## config.mk

```make
export PLATFORM = sky130hd
export DESIGN_NAME = crm_rst_seq
export DESIGN_NICKNAME = d
export VERILOG_FILES = /design/src/rtl/crm_rst_seq.sv
export SDC_FILE = /design/constraint.sdc
export NUM_CORES = 1
export LEC_CHECK = 0
export ABC_AREA = 1
export CAP_MARGIN = 5
export CELL_PAD_IN_SITES_DETAIL_PLACEMENT = 0
export CELL_PAD_IN_SITES_GLOBAL_PLACEMENT = 1
export CORE_ASPECT_RATIO = 1.5
export CORE_UTILIZATION = 47
export CTS_BUF_LIST = sky130_fd_sc_hd__clkbuf_4 sky130_fd_sc_hd__clkbuf_8
export DETAILED_ROUTE_END_ITERATION = 6
export PLACE_DENSITY = 0.95
export SLEW_MARGIN = 20
export SYNTH_ARGS = -nofsm -noshare
export SYNTH_HDL_FRONTEND = slang
export SYNTH_SLANG_ARGS = --single-unit
export TNS_END_PERCENT = 5
```

## constraint.sdc

```tcl
create_clock -name i_clk -period 3.23 [get_ports i_clk]
set_input_delay 0.323 -clock i_clk [delete_from_list [all_inputs] [get_ports i_clk]]
set_output_delay 0.323 -clock i_clk [all_outputs]
set_load 0.02 [all_outputs]
```

## src/rtl/crm_rst_seq.sv

```systemverilog
// Purpose : reset/clock-enable sequencer for the clock-reset manager (PLL lock -> clocks on -> ordered reset release -> soft resets).
// Latency : every output is registered and changes one i_clk edge after the condition that causes it.
// Backpress: none; soft-reset requests are queued in a pending vector and serviced lowest domain first.
//
// Ports:
//   i_clk, i_rstn     always-on reference clock, async active-low reset
//   i_pll_lock        synchronised PLL lock
//   i_sw_rst_req      per-domain soft reset request pulses
//   o_clk_en, o_rstn  per-domain clock-gate enables and reset releases
//   o_sw_ack          one-cycle pulse when a soft reset completes
//   o_seq_done        high in RUN and during soft resets
//   o_busy            high while sequencing or servicing a soft reset
// Optional macro CRM_RST_SEQ_STATUS_EN adds o_state and o_lock_loss_cnt.
module crm_rst_seq #(
    parameter int NUM_DOM  = 4,
    parameter int LOCK_CNT = 1024,
    parameter int STEP_CNT = 16,
    parameter int HOLD_CNT = 8,
    parameter int CNT_W    = 16
) (
    input  logic               i_clk,
    input  logic               i_rstn,
    input  logic               i_pll_lock,
    input  logic [NUM_DOM-1:0] i_sw_rst_req,
    output logic [NUM_DOM-1:0] o_clk_en,
    output logic [NUM_DOM-1:0] o_rstn,
    output logic [NUM_DOM-1:0] o_sw_ack,
    output logic               o_seq_done,
    output logic               o_busy
`ifdef CRM_RST_SEQ_STATUS_EN
    ,
    output logic [2:0]         o_state,
    output logic [7:0]         o_lock_loss_cnt
`endif
);

    localparam int IDX_W = (NUM_DOM > 1) ? $clog2(NUM_DOM) : 1;
    localparam logic [CNT_W-1:0] LOCK_TC = CNT_W'(LOCK_CNT - 1);
    localparam logic [CNT_W-1:0] STEP_TC = CNT_W'(STEP_CNT - 1);
    localparam logic [CNT_W-1:0] HOLD_TC = CNT_W'(HOLD_CNT - 1);
    localparam logic [IDX_W-1:0] LAST_DOM = IDX_W'(NUM_DOM - 1);

    typedef enum logic [2:0] {
        S_WAIT_LOCK = 3'd0,
        S_LOCK_STB  = 3'd1,
        S_CLK_ON    = 3'd2,
        S_RST_REL   = 3'd3,
        S_RUN       = 3'd4,
        S_SW_ASSERT = 3'd5,
        S_SW_GATE   = 3'd6,
        S_SW_UNGATE = 3'd7
    } state_t;

    state_t             state_q, state_d;
    logic [CNT_W-1:0]   cnt_q, cnt_d, cnt_inc;
    logic [IDX_W-1:0]   idx_q, idx_d, idx_nxt, low_idx;
    logic               low_vld;
    logic [NUM_DOM-1:0] pend_q, pend_d, pend_set, pend_clr;
    logic [NUM_DOM-1:0] clk_en_q, clk_en_d, rstn_q, rstn_d, ack_q, ack_d;
    logic               done_q, done_d, busy_q, busy_d;
    logic               lock_lost;

    always_comb begin
        state_d   = state_q;
        idx_d     = idx_q;
        clk_en_d  = clk_en_q;
        rstn_d    = rstn_q;
        ack_d     = '0;
        pend_clr  = '0;
        lock_lost = 1'b0;
        // Counter saturates rather than wrapping.
        cnt_inc   = (cnt_q == {CNT_W{1'b1}}) ? cnt_q : cnt_q + CNT_W'(1);
        cnt_d     = cnt_inc;
        idx_nxt   = idx_q + IDX_W'(1);
        // Requests only count once the sequencer has reached RUN.
        pend_set  = done_q ? i_sw_rst_req : '0;

        // Lowest pending domain wins: scan downward so the last hit is the lowest.
        low_vld = 1'b0;
        low_idx = '0;
        for (int i = NUM_DOM - 1; i >= 0; i--) begin
            if (pend_q[i]) begin
                low_vld = 1'b1;
                low_idx = IDX_W'(i);
            end
        end

        case (state_q)
            S_WAIT_LOCK: begin
                clk_en_d = '0;
                rstn_d   = '0;
                cnt_d    = '0;
                if (i_pll_lock) state_d = S_LOCK_STB;
            end
            S_LOCK_STB: begin
                if (!i_pll_lock) begin
                    state_d = S_WAIT_LOCK;
                    cnt_d   = '0;
                end else if (cnt_q == LOCK_TC) begin
                    state_d  = S_CLK_ON;
                    clk_en_d = '1;
                    cnt_d    = '0;
                end
            end
            S_CLK_ON: begin
                if (cnt_q == STEP_TC) begin
                    state_d   = S_RST_REL;
                    rstn_d[0] = 1'b1;
                    idx_d     = '0;
                    cnt_d     = '0;
                end
            end
            S_RST_REL: begin
                if (cnt_q == STEP_TC) begin
                    cnt_d = '0;
                    if (idx_q == LAST_DOM) begin
                        state_d = S_RUN;
                    end else begin
                        rstn_d[idx_nxt] = 1'b1;
                        idx_d           = idx_nxt;
                    end
                end
            end
            S_RUN: begin
                cnt_d = '0;
                if (low_vld) begin
                    state_d           = S_SW_ASSERT;
                    pend_clr[low_idx] = 1'b1;
                    idx_d             = low_idx;
                    rstn_d[low_idx]   = 1'b0;
                end
            end
            S_SW_ASSERT: begin
                if (cnt_q == HOLD_TC) begin
                    state_d         = S_SW_GATE;
                    clk_en_d[idx_q] = 1'b0;
                    cnt_d           = '0;
                end
            end
            S_SW_GATE: begin
                if (cnt_q == HOLD_TC) begin
                    state_d         = S_SW_UNGATE;
                    clk_en_d[idx_q] = 1'b1;
                    cnt_d           = '0;
                end
            end
            default: begin // S_SW_UNGATE
                if (cnt_q == HOLD_TC) begin
                    state_d       = S_RUN;
                    rstn_d[idx_q] = 1'b1;
                    ack_d[idx_q]  = 1'b1;
                    cnt_d         = '0;
                end
            end
        endcase

        // Set wins over clear so a re-request of the domain in service is kept.
        pend_d = (pend_q & ~pend_clr) | pend_set;

        // Lock loss once clocks may be running tears everything down, aborting any soft reset.
        if (!i_pll_lock && (state_q != S_WAIT_LOCK) && (state_q != S_LOCK_STB)) begin
            lock_lost = 1'b1;
            state_d   = S_WAIT_LOCK;
            cnt_d     = '0;
            idx_d     = '0;
            pend_d    = '0;
            clk_en_d  = '0;
            rstn_d    = '0;
            ack_d     = '0;
        end

        done_d = (state_d == S_RUN) || (state_d == S_SW_ASSERT) ||
                 (state_d == S_SW_GATE) || (state_d == S_SW_UNGATE);
        busy_d = (state_d != S_WAIT_LOCK) && (state_d != S_RUN);
    end

    always_ff @(posedge i_clk or negedge i_rstn) begin
        if (!i_rstn) begin
            state_q  <= S_WAIT_LOCK;
            cnt_q    <= '0;
            idx_q    <= '0;
            pend_q   <= '0;
            clk_en_q <= '0;
            rstn_q   <= '0;
            ack_q    <= '0;
            done_q   <= 1'b0;
            busy_q   <= 1'b0;
        end else begin
            state_q  <= state_d;
            cnt_q    <= cnt_d;
            idx_q    <= idx_d;
            pend_q   <= pend_d;
            clk_en_q <= clk_en_d;
            rstn_q   <= rstn_d;
            ack_q    <= ack_d;
            done_q   <= done_d;
            busy_q   <= busy_d;
        end
    end

    assign o_clk_en   = clk_en_q;
    assign o_rstn     = rstn_q;
    assign o_sw_ack   = ack_q;
    assign o_seq_done = done_q;
    assign o_busy     = busy_q;

`ifdef CRM_RST_SEQ_STATUS_EN
    logic [7:0] loss_cnt_q;

    always_ff @(posedge i_clk or negedge i_rstn) begin
        if (!i_rstn) begin
            loss_cnt_q <= '0;
        end else if (lock_lost && (loss_cnt_q != 8'hFF)) begin
            loss_cnt_q <= loss_cnt_q + 8'd1;
        end
    end

    assign o_state         = state_q;
    assign o_lock_loss_cnt = loss_cnt_q;
`endif

endmodule

```

==> results of run 1 <==
[flip-flops by register name (all words and copies together), names as in the netlist]
| name | flops |
|---|---|
| pend_q | 4 |
| idx_q | 2 |
| o_clk_en | 4 |
| o_busy | 1 |
| o_seq_done | 1 |
| o_sw_ack | 4 |
| cnt_q | 16 |
| state_q | 3 |
| o_rstn | 4 |
[metal layers]
metal	wire length, µm	share of wire [%]
met4	167	2.7
met5	0	0
met3	136	2.2
met2	3460	55
met1	2500	40
[cell type report]
| class | instances | area share [%] |
|---|---|---|
| Inverter | 46 | 5.84 |
| Sequential cell | 39 | 33.0 |
| Tap cell | 68 | 2.88 |
| Clock inverter | 3 | 1.57 |
| Timing Repair Buffer | 20 | 6.60 |
| Multi-Input combinational cell | 290 | 47.8 |
| Clock buffer | 5 | 2.33 |
[where the power goes]
| part | switching (µW) | leakage, µW | internal (µW) |
|---|---|---|---|
| clock | 196 | 0.0000548 | 233 |
| combinational | 368 | 0.000850 | 232 |
| sequential | 90.7 | 0.000522 | 571 |
| total | 655 | 0.00143 | 1040 |
[critical path, cell delays in order (launching register included)]
cell and delay (ns):
dfrtp_1 0.39, ha_1 0.30, nand3_1 0.16, nor2_2 0.22, nand2_1 0.21, o211ai_4 0.53, nor2_1 0.09
[synth_stat cells, drive strengths merged]
cell type / instances
nand3b: 1
nand2: 105
o22ai: 1
ha: 5
nor2: 68
xor2: 1
o21ai: 26
nand3: 40
a21oi: 18
inv: 46
clkbuf: 1
o211ai: 1
a21boi: 1
o21bai: 1
a21o: 1
and2: 1
buf: 6
nand4: 6
or2: 3
dfrtp: 39
nor3: 8
xnor2: 3
[per-stage QoR]
step | setup slack (ns) | utilization, % | std cells | power [µW]
6_report | 1.19 | 56.3 | 471 | 1690
4_1_cts | 1.15 | 56.3 | 471 | 1700
3_5_place_dp | 1.05 | 54.2 | 463 | 1270
3_3_place_gp | 1.13 | 54.2 | 463 | 1270
2_1_floorplan | 1.60 | - | 382 | 1070
5_1_grt | 1.03 | 56.3 | 471 | 1810
[cell usage in the layout, fill, tap and decap left out, types with 2 or more instances in the layout]
cell             synthesis  layout
ha_1                     5       5
nand4_1                  6       6
nand3_2                  3       3
xnor2_1                  3       3
a21oi_1                 18      18
nor3_1                   8       8
nand3_1                 37      37
dfrtp_1                 39      39
clkbuf_8                 0       5
nor2_1                  53      53
clkdlybuf4s50_1          0      19
nand2_1                102     102
nor2_2                  11      11
or2_2                    2       2
nand2_2                  3       3
nor2_4                   4       4
o21ai_0                 24      24
inv_1                   46      46
[cells by family after synthesis]
group	after synthesis	share of synthesized area [%]
buffers and inverters	53	8.71
AO/OA/AOI/OAI	49	10.5
XOR/XNOR	4	1.34
adder cells (fa/ha/maj)	5	2.39
AND/OR/NAND/NOR	232	39.8
flip-flops	39	37.3
[worst paths after layout]
path	slack [ns]	endpoint
worst max-delay path	1.19	cnt_q[11]
worst min register to register	0.54	o_rstn[0]
worst min-delay path	0.14	cnt_q[2]
worst max register to register	1.19	cnt_q[11]
min in group i_clk	0.54	o_rstn[0]
max in group asynchronous	2.53	cnt_q[13]
==> metrics.txt, run 1 <==
final hold vios 0; DRT Wirelength 6.26 mm; clk slew on worst S/H paths 0.09 ns; Post-DP Area 2840 µm²; Slew Viols, Final 0; # DRC 0; critical path class register to register; post-CTS sizing 0; Hold Crit Class input pin to asynchronous set/reset pin; Yosys reg bits 39; core area 5250 µm²; vias in the first global route 2,412; sequential area share after synthesis 37.3%; number of buffers on the longest clock path 2; Setup TNS Final 0 ns; met1 Resource Use GR 24.0%; ANT cells 0; Die W 62.9 µm; register area 976 µm²; FMAX 491 MHz; crit start category register; hold slack 0.139 ns; worst-skew pair later-pin latency 0.30 ns; Worst R2R Path Depth 6; met3 usage 3.05%; Final period util 63.1%; DR pass1 iterations 5; worst IR drop on VDD 440 µV; YS warnings 0; overall via count from detail_route 2,405; Fillers 539; CP required 3.40 ns; largest fanout on the critical path 16; clk_skew 0.00642 ns; Row Count 32; RSZ-0062 raised after global routing false; drt initial violations 112; CP Capture Type register; CTS tree done; die height 93.4 µm; CTS buffer count 5; Setup crit start cnt_q[0]; beginning of the worst register-to-register path cnt_q[0]; Most Crowded Layer GR met2; PwrDens 572 nW/µm²; initial antenna violation count 0; Synth cell types 31; # IOs 21; max_slew headroom 40.0%; cell taking the most area after synthesis dfrtp_1; vias per inst 5.11; largest net degree at the start of global routing 40; nets@finish 414; syn_area_per_cell 6.85 µm²; Setup Fix Bufs, Post-CTS 0; Setup-failing EPs final 0; area fraction of the dominant cell type after synthesis 37.3%; DIE AREA 5870 µm²; hold bufs inserted after CTS 0; CTS HTree Levels 2; drt wl/cell 13.3 µm; GPL Wtd Cong 0.907; layout cells sized above 1 8.44%; Routed Antenna Nets 0; Initial Util 49.9%; number of port buffers 20; Synth area leaders dfrtp_1 (37%), nand2_1 (15%), nor2_1 (7.6%), nand3_1 (7.1%), inv_1 (6.6%); HPWL after detailed placement 4.73 mm; GR Overflow Total 0; Multi-input gate area 1410 µm²; Sinks on Clock Net 39; synthesized cell area 2620 µm²; Root Driver clkbuf_8; outcome complete, no violations; Least-Margin Pin Slew 0.899 ns; cells after synthesis 382; CP Data Arrival Time 2.21 ns; GRT Total Usage 23.5%; P&R area growth vs syn 13.0%; Tmin final 2.04 ns; max cap viols 0; static leakage 0.00143 µW; met2 global-route usage 46.2%; global-route wire length before repair 10.7 mm; fin area 2960 µm²; Post-Syn Nets 394
(Power assumes the default switching activity.)
==> run 2, diff against run 1 <==
CORE_UTILIZATION = 39   (was 47)
PLACE_DENSITY = 0.88   (was 0.95)
clock period = 1.8 ns   (was 3.23 ns; I/O delays follow)
==> run 2 against run 1 <==
  * Design area increased by 8.5%
  * Sequential share of layout area down 2.5 points
  * Largest cell class unchanged
  * Worst hold slack improved by 0.29 ns
  * Maximum frequency rose by 19%
  * Critical path type unchanged
  * Global-route usage decreased by 1.8 points
  * Worst setup slack worse by 1.1 ns
  * Final cell count grew 6.8%
  * Utilization down 6.9 points
  * Via count up 7.7%
  * Highest routed layer unchanged
  * Routed wire length increased by 7.9%
==> metrics.txt, run 2 (synthesized netlist as in run 1, its figures left out) <==
static leakage 0.00155 µW (+8.5%); CTS tree done; DIE AREA 7040 µm² (+20%); Row Count 36 (+13%); drt initial violations 130 (+16%); Tmin final 1.71 ns (-0.327 ns); switch share 38.9% (+0.18 points); Die W 68.9 µm (+9.5%); final hold vios 0 (unchanged); Seq pwr share 37.1% (-2.0 points); most frequent cells in the layout nand2_1 (100), nor2_1 (53), inv_1 (46); PwrDens 1000 nW/µm² (+75%); number of buffers on the longest clock path 2 (unchanged); crit start category register; DR pass1 iterations 4 (-1); nets@finish 438 (+5.8%); core area 6490 µm² (+24%); CP Capture Type register; FMAX 584 MHz (+19%); GR Overflow Total 0 (unchanged); RSZ-0062 raised after global routing true; CP Data Arrival Time 1.90 ns (-0.31 ns); setup ws final 0.0886 ns (-1.10 ns); combinational power share 38.8% (+3.3 points); layout cells sized above 1 15.2% (+6.8 points); drt wl/cell 13.4 µm (+1.0%); Top reg by flops cnt_q; worst-skew pair later-pin latency 0.30 ns (about the same); outcome complete, no violations; vias in the first global route 2,582 (+7.0%); Final period util 95.1% (+32 points); NetSw 1250 µW (+91%); fin area 3210 µm² (+8.5%); Initial Util 40.3% (-9.5 points); number of port buffers 20 (unchanged); Multi-input gate area 1440 µm² (+2.2%); clk slew on worst S/H paths 0.09 ns (about the same); Largest register FFs 16 (unchanged); CTS HTree Levels 2 (unchanged); # IOs 21 (unchanged); Post-DP Area 3020 µm² (+6.3%); ANT cells 0 (unchanged); max_slew headroom 58.2% (+18 points); Fillers 681 (+26%); clk_skew 0.00690 ns (+0.000477 ns); P&R area growth vs syn 22.6%; Routed Antenna Nets 0 (unchanged); leading cell type in the layout, fill and taps excluded nand2_1; Non-Filler Instances 503 (+6.8%); Hold Crit Class input pin to asynchronous set/reset pin; # DRC 0 (unchanged); Place WS 0.0266 ns (-1.02 ns); Pint 1960 µW (+90%); max cap viols 0 (unchanged); DRT Wirelength 6.75 mm (+7.9%); Sinks on Clock Net 39 (unchanged); initial antenna violation count 0 (unchanged); CP required 1.99 ns (-1.41 ns); Root Driver clkbuf_8; GRT Total Usage 21.8% (-1.8 points); die height 102 µm (+9.6%); post-placement cell count 490 (+5.8%); Core Util, Final 49.4% (-6.9 points); register area 978 µm² (+0.26%); CTS buffer count 5 (unchanged); HPWL after detailed placement 5.22 mm (+10%); worst IR drop on VDD 644 µV (+46%); global-route wire length before repair 11.5 mm (+7.4%); Slew Viols, Final 0 (unchanged); critical path class register to register; overall via count from detail_route 2,590 (+7.7%); vias per inst 5.15 (+0.84%); Least-Margin Pin Slew 0.627 ns (-0.273 ns); GPL Wtd Cong 0.925 (+2.0%); largest net degree at the start of global routing 28 (-30%); largest fanout on the critical path 16 (unchanged); Clock power frac 24.2% (-1.2 points); Setup-failing EPs final 0 (unchanged)
-- run 2: layout make-up --
cell class	instances	share of cell area, %
multi-input cells	290	45.0
flip-flops and latches	39	30.5
repair buffers	44	12.6
inverters	46	5.38
well taps	76	2.97
clock buffers	5	2.15
clock inverters	3	1.44
-- run 2: worst paths after layout --
| check | to | depth (start not counted) | startpoint | slack [ns] |
|---|---|---|---|---|
| worst max-delay path | cnt_q[15] | 9 | cnt_q[1] | 0.09 |
| worst min-delay path | cnt_q[3] | 2 | i_rstn | 0.43 |
| worst max register to register | cnt_q[15] | 9 | cnt_q[1] | 0.09 |
| worst min register to register | o_rstn[0] | 2 | o_rstn[0] | 0.53 |
| max in group asynchronous | state_q[2] | 3 | i_rstn | 0.80 |
| min in group i_clk | pend_q[0] | 3 | i_sw_rst_req[0] | 0.43 |
-- run 2: repair_timing --
action / 4_1_cts / 5_1_grt
hold buffers: 1 / 0
gates resized for setup: 0 / 13
endpoints found under the hold margin: 25 / 0
buffers inserted: 0 / 4
endpoints found under the setup margin: 0 / 29
-- run 2: metal layers --
layer	up-vias	global-route usage, %	share of wire [%]
li1	1309	-	-
met2	58	41.2	55
met5	-	0	0
met3	16	3.35	3.2
met1	1207	23.3	39
met4	0	7.85	2.4
-- run 2: through the flow --
step	hold slack (ns)	power (µW)	setup TNS (ns)
floorplan	-0.116	1920	0
global placement	0.234	2420	0
detailed placement	0.237	2440	0
CTS	0.428	3220	0
global route	0.444	3440	-0.0953
finish	0.426	3220	0
-- run 2: power groups by stage --
| stage | combinational, µW | clock [µW] | sequential [µW] |
|---|---|---|---|
| floorplan | 677 | 0 | 1240 |
| detailed placement | 1240 | 0 | 1200 |
| CTS | 1240 | 800 | 1190 |
| global placement | 1220 | 0 | 1200 |
| global route | 1400 | 824 | 1210 |
| finish | 1250 | 778 | 1190 |
-- run 2: critical path, cell delays in order, from the launching register on --
cell and delay, ns:
dfrtp_1 0.38, ha_2 0.23, nand3_2 0.13, nor2_2 0.21, nand2_2 0.14, nand2_1 0.10
nand3_2 0.10, o211ai_4 0.09, buf_12 0.17, nor2_1 0.05
==> RTL edit 1 (config.mk and constraints of run 2) <==
The option `CRM_RST_SEQ_STATUS_EN` is turned on by a define.
--- a/src/rtl/crm_rst_seq.sv
+++ b/src/rtl/crm_rst_seq.sv
@@ -13,2 +13,4 @@
 // Optional macro CRM_RST_SEQ_STATUS_EN adds o_state and o_lock_loss_cnt.
+`define CRM_RST_SEQ_STATUS_EN
+
 module crm_rst_seq #(
Formal check against the unedited RTL (old outputs only; new: o_lock_loss_cnt and o_state): equivalent (Yosys induction, for registers that start in step).
==> RTL edit 1 against run 2 <==
Critical path depth is 7 lower; sequential cell count is 8 higher; largest power group unchanged; routed wire length is 8.1% higher; worst setup slack worse by 0.0039 ns; area after synthesis is 15% higher; total power is 25% higher; final area is 17% higher; count of clock-buffer cells in the layout stayed put; global-route usage is 2.5 points lower; sequential share of layout area is 1.1 points higher.
==> RTL edit 1: results (changes against run 2) <==
| Metric | Value |
|---|---|
| Status | `complete, no violations` |
| Asr flop ratio synth | `100% (unchanged)` |
| Slowest-stage cell, CP | `clkdlybuf4s50_1` |
| Max stage delay on crit path | `0.60 ns (+0.22 ns)` |
| Share of layout cells above drive strength 1 | `20.0% (+4.7 points)` |
| Ys Warns | `0 (unchanged)` |
| Worst min-delay path category | `input port to async pin` |
| Detail Placement HPWL | `5.65 mm (+8.2%)` |
| Via count | `2779 (+7.3%)` |
| Clk_skew | `0.00528 ns (-0.00162 ns)` |
| Clk root buf | `clkbuf_8` |
| Port Buf Inserts | `31 (+55%)` |
| Routed WL | `7.30 mm (+8.1%)` |
| RePlAce Congestion | `0.908 (-1.8%)` |
| Inserted Diodes | `0 (unchanged)` |
| Worst-Skew Late Latency | `0.31 ns` |
| Commonest cells post-synth | `nand2_1, nor2_1, dfrtp_1, nand3_1, inv_1` |
| CTS Buf Count | `5 (unchanged)` |
| Clock-pin slew on the worst setup and hold paths | `0.09 ns (about the same)` |
| Main synth FF type | `dfrtp_1` |
| Leak pwr | `1.76 nW (+14%)` |
| Largest reg by FF count | `cnt_q` |
| Pin count of the biggest net entering global routing | `28 (unchanged)` |
| Fill count | `759 (+11%)` |
| Least-Margin Pin Slew | `0.497 ns (-0.130 ns)` |
| Sequential-to-total area share from yosys stat | `39.2% (+1.9 points)` |
| Max IR drop VDD | `706 uV (+9.6%)` |
| Fin nets | `478 (+9.1%)` |
| Total track usage | `19.3% (-2.5 points)` |
| Detailed router's first-iteration violation count | `108 (-17%)` |
| Mux contribution to synthesized area | `0% (unchanged)` |
| Antenna violations before repair | `0 (unchanged)` |
| CTS max path bufs | `2 (unchanged)` |
| Synth Area in XOR/XNOR | `2.92% (+1.6 points)` |
| Net Count, Synth | `418 (+6.1%)` |
| First-pass GRT wire length | `11.9 mm (+3.5%)` |
| Area share of fa/ha/maj cells after synthesis | `2.51% (+0.11 points)` |
| Pwr dens | `1070 nW/um^2 (+7.0%)` |
| Largest register FFs | `16 (unchanged)` |
| Post-synthesis compound-gate area fraction | `10.2% (-0.25 points)` |
| Vias in the first global route | `2649 (+2.6%)` |
| CP max FO | `5 (-11)` |
| DR pass1 iterations | `5 (+1)` |
| H-tree lvl count | `2 (unchanged)` |
| Post-synthesis cell type count | `37 (+19%)` |
| Top cells by area, synth | `dfrtp_1, nand2_1, nor2_1` |
## RTL edit 1: changes by cell type after synthesis, sizes merged, moves of 4 or more
cell and delta:
o21ai +4, nand2 +5, dfrtp +8, inv -4
## RTL edit 1: logic make-up after synthesis
kind of cell / after synthesis
compound gates: 53
fa+ha+maj: 6
xor+xnor: 10
buf+inv: 50
flops: 47
simple gates: 239
## RTL edit 1: critical path, delay by kind of cell, from the launching register on
kind / cells / cell delay (ns)
buffers and inverters: 2 / 0.77
DFF: 1 / 0.45
## RTL edit 1: per-layer routing
layer | global-route usage (%) | wire length [microns] | up-vias
met2 | 38.7 | 4190 | 41
met4 | 5.77 | 86 | 0
met5 | 0 | 0 | -
met3 | 2.47 | 165 | 8
li1 | - | - | 1416
met1 | 20.1 | 2860 | 1314
## RTL edit 1: power by group
group | internal (mW) | switching [mW]
registers | 1.27 | 0.221
clock network | 0.267 | 0.372
logic | 0.805 | 1.07
## RTL edit 1: metrics by stage
stage	instances	TNS, ns	setup WS, ns	power (mW)	cell area (sq um)
CTS	565	0	0.0146	4.00	3690
global placement	554	0	0.0366	3.26	3570
finish	566	0	0.0847	4.01	3740
detailed placement	554	-0.0175	-0.0175	3.29	3570
floorplan	405	0	0.212	2.66	3000
global route	566	-0.153	-0.0532	4.29	3740
## RTL edit 1: final cells by class
class                      instances  area (sq um)  share of cell area, %
multi-input combinational        308          1640                   43.9
sequential                        47          1180                   31.6
timing repair buffer              58           539                   14.4
inverter                          45           170                   4.55
tap                              100           125                   3.35
clock buffer                       5          68.8                   1.84
clock inverter                     3          15.0                  0.402
## RTL edit 1: final timing paths
check / from / endpoint / slack [ns] / depth (start not counted)
setup / recovery: o_state[1] / o_state[1] / 0.08 / 2
hold / removal: i_rstn / cnt_q[2] / 0.36 / 2
setup reg to reg: cnt_q[1] / o_busy / 0.10 / 12
hold reg to reg: o_rstn[0] / o_rstn[0] / 0.52 / 2
max in group asynchronous: i_rstn / o_clk_en[0] / 0.91 / 3
min in group i_clk: i_sw_rst_req[2] / pend_q[2] / 0.42 / 3
## RTL edit 1: what timing repair did
| action | 4_1_cts | 5_1_grt |
|---|---|---|
| hold buffers | 1 | 0 |
| setup endpoints to repair | 3 | 28 |
| endpoints found under the hold margin | 20 | 0 |
| buffers inserted | 2 | 1 |
| pin swaps | 1 | 6 |
| resized for setup | 1 | 10 |
==> RTL edit 2 (settings of run 2) <==
Without the edit above. The 8 states of `state_t` get a one-hot encoding in 8 bits.
--- a/src/rtl/crm_rst_seq.sv
+++ b/src/rtl/crm_rst_seq.sv
@@ -42,11 +42,11 @@
 
-    typedef enum logic [2:0] {
-        S_WAIT_LOCK = 3'd0,
-        S_LOCK_STB  = 3'd1,
-        S_CLK_ON    = 3'd2,
-        S_RST_REL   = 3'd3,
-        S_RUN       = 3'd4,
-        S_SW_ASSERT = 3'd5,
-        S_SW_GATE   = 3'd6,
-        S_SW_UNGATE = 3'd7
+    typedef enum logic [7:0] {
+        S_WAIT_LOCK = 8'b00000001,
+        S_LOCK_STB  = 8'b00000010,
+        S_CLK_ON    = 8'b00000100,
+        S_RST_REL   = 8'b00001000,
+        S_RUN       = 8'b00010000,
+        S_SW_ASSERT = 8'b00100000,
+        S_SW_GATE   = 8'b01000000,
+        S_SW_UNGATE = 8'b10000000
     } state_t;
Formal check against the unedited RTL: same outputs for any inputs over 10 cycles, from zero or initial values and one cycle with i_rstn low; not proved beyond that.
==> RTL edit 2 against run 2 <==
First-iteration DRC count is 14% lower; routed wire length is 20% higher; die area is 10% higher; fmax is 11% lower; final area is 30% higher; via count is 15% higher; highest routed layer unchanged; non-clock buffer count is 53 higher; worst setup slack worse by 0.22 ns; the flow now finishes with violations (setup timing); sequential cell count is 5 higher; area after synthesis is 11% higher.
Power is not compared: it rests on default switching activity, and its combinational part moved more than twofold at a synthesized area within 25%.
==> RTL edit 2: results (changes against run 2) <==
| Metric | Value |
|---|---|
| Detail Placement HPWL | `6.15 mm (+18%)` |
| Top Metal Used | `met4` |
| Total negative setup slack | `-1.94 ns (-1.94 ns)` |
| CP dominant cell by count | `nand2_4` |
| Post-synthesis compound-gate area fraction | `12.7% (+2.2 points)` |
| Pin count of the biggest net entering global routing | `25 (-11%)` |
| Via count | `2986 (+15%)` |
| RePlAce Congestion | `0.956 (+3.3%)` |
| CP Launch Point | `state_q[0]` |
| Share of layout cells above drive strength 1 | `34.3% (+19 points)` |
| First-pass GRT wire length | `13.0 mm (+13%)` |
| Avg Vias per Cell | `4.94 (-4.1%)` |
| Fill count | `674 (-1.0%)` |
| Status | `complete, but fails checks` |
| Met1 Routed Length | `3.06 mm (+15%)` |
| Synth Area in XOR/XNOR | `2.12% (+0.78 points)` |
| Net Count, Synth | `416 (+5.6%)` |
| Least-Margin Pin Slew | `0.521 ns (-0.106 ns)` |
| Setup WS pre-CTS | `-0.202 ns (-0.229 ns)` |
| Max stage delay on crit path | `0.57 ns (+0.19 ns)` |
| Final setup fails | `26 (+26)` |
| GR Layer Usage met2 | `40.1% (-1.1 points)` |
| Sequential-to-total area share from yosys stat | `38.1% (+0.74 points)` |
| Cell count after placement | `580 (+18%)` |
| Area share of fa/ha/maj cells after synthesis | `2.16% (-0.23 points)` |
| Final setup margin | `-0.130 ns (-0.218 ns)` |
| Total track usage | `21.5% (-0.26 points)` |
| P_comb | `3.48 mW` |
| Detailed router's first-iteration violation count | `112 (-14%)` |
| Post-CTS Setup Inserts | `6 (+6)` |
| Routed WL | `8.13 mm (+20%)` |
| Failing checks | `setup timing` |
| Cell Area, Placed | `3670 sq um (+21%)` |
| Met1 GRT Util | `24.0% (+0.70 points)` |
| Post-synthesis cell type count | `35 (+13%)` |
| Core area | `7230 sq um (+11%)` |
| WL met2 | `4.73 mm (+27%)` |
| Post-synthesis instance total | `404 (+5.8%)` |
| Clk_skew | `0.00917 ns (+0.00226 ns)` |
| CP max FO | `7 (-9)` |
| Met3 Usage GRT | `2.62% (-0.73 points)` |
| Top cells by area, synth | `dfrtp_1, nand2_1, nor2_1` |
| Slowest-stage cell, CP | `dfstp_2` |
| Mux contribution to synthesized area | `0.346% (+0.35 points)` |
| Worst min-delay path category | `input port to async pin` |
| Met3 WL post-DR | `165 microns (-23%)` |
RTL edit 2: logic make-up (layout without fill, tap and decap cells):
kind of cell,after synthesis,in the layout
flops,44,44
fa+ha+maj,5,5
mux,1,1
compound gates,66,66
simple gates,218,219
xor+xnor,7,7
buf+inv,63,163
RTL edit 2: layout make-up:
class,instances,area [sq um],area share (%)
Multi-Input combinational cell,298,1770,42.3
Clock inverter,1,30.0,0.719
Timing Repair Buffer,97,832,19.9
Clock buffer,7,96.3,2.31
Inverter,58,224,5.36
Tap cell,100,125,2.99
Sequential cell,44,1100,26.4
RTL edit 2: final timing paths:
kind,end,slack (ns),depth (start not counted)
max reg2reg,o_busy,-0.13,12
min in group i_clk,pend_q[1],0.43,3
max,o_busy,-0.13,12
min,o_sw_ack[0],0.38,2
min reg2reg,o_clk_en[0],0.51,2
max in group asynchronous,state_q[0],0.83,3
RTL edit 2: critical path: cells and delay by family, from the launching register on:
kind	cells	cell delay [ns]
simple gates	9	0.96
flops	1	0.57
compound gates	1	0.07
buf+inv	2	0.20
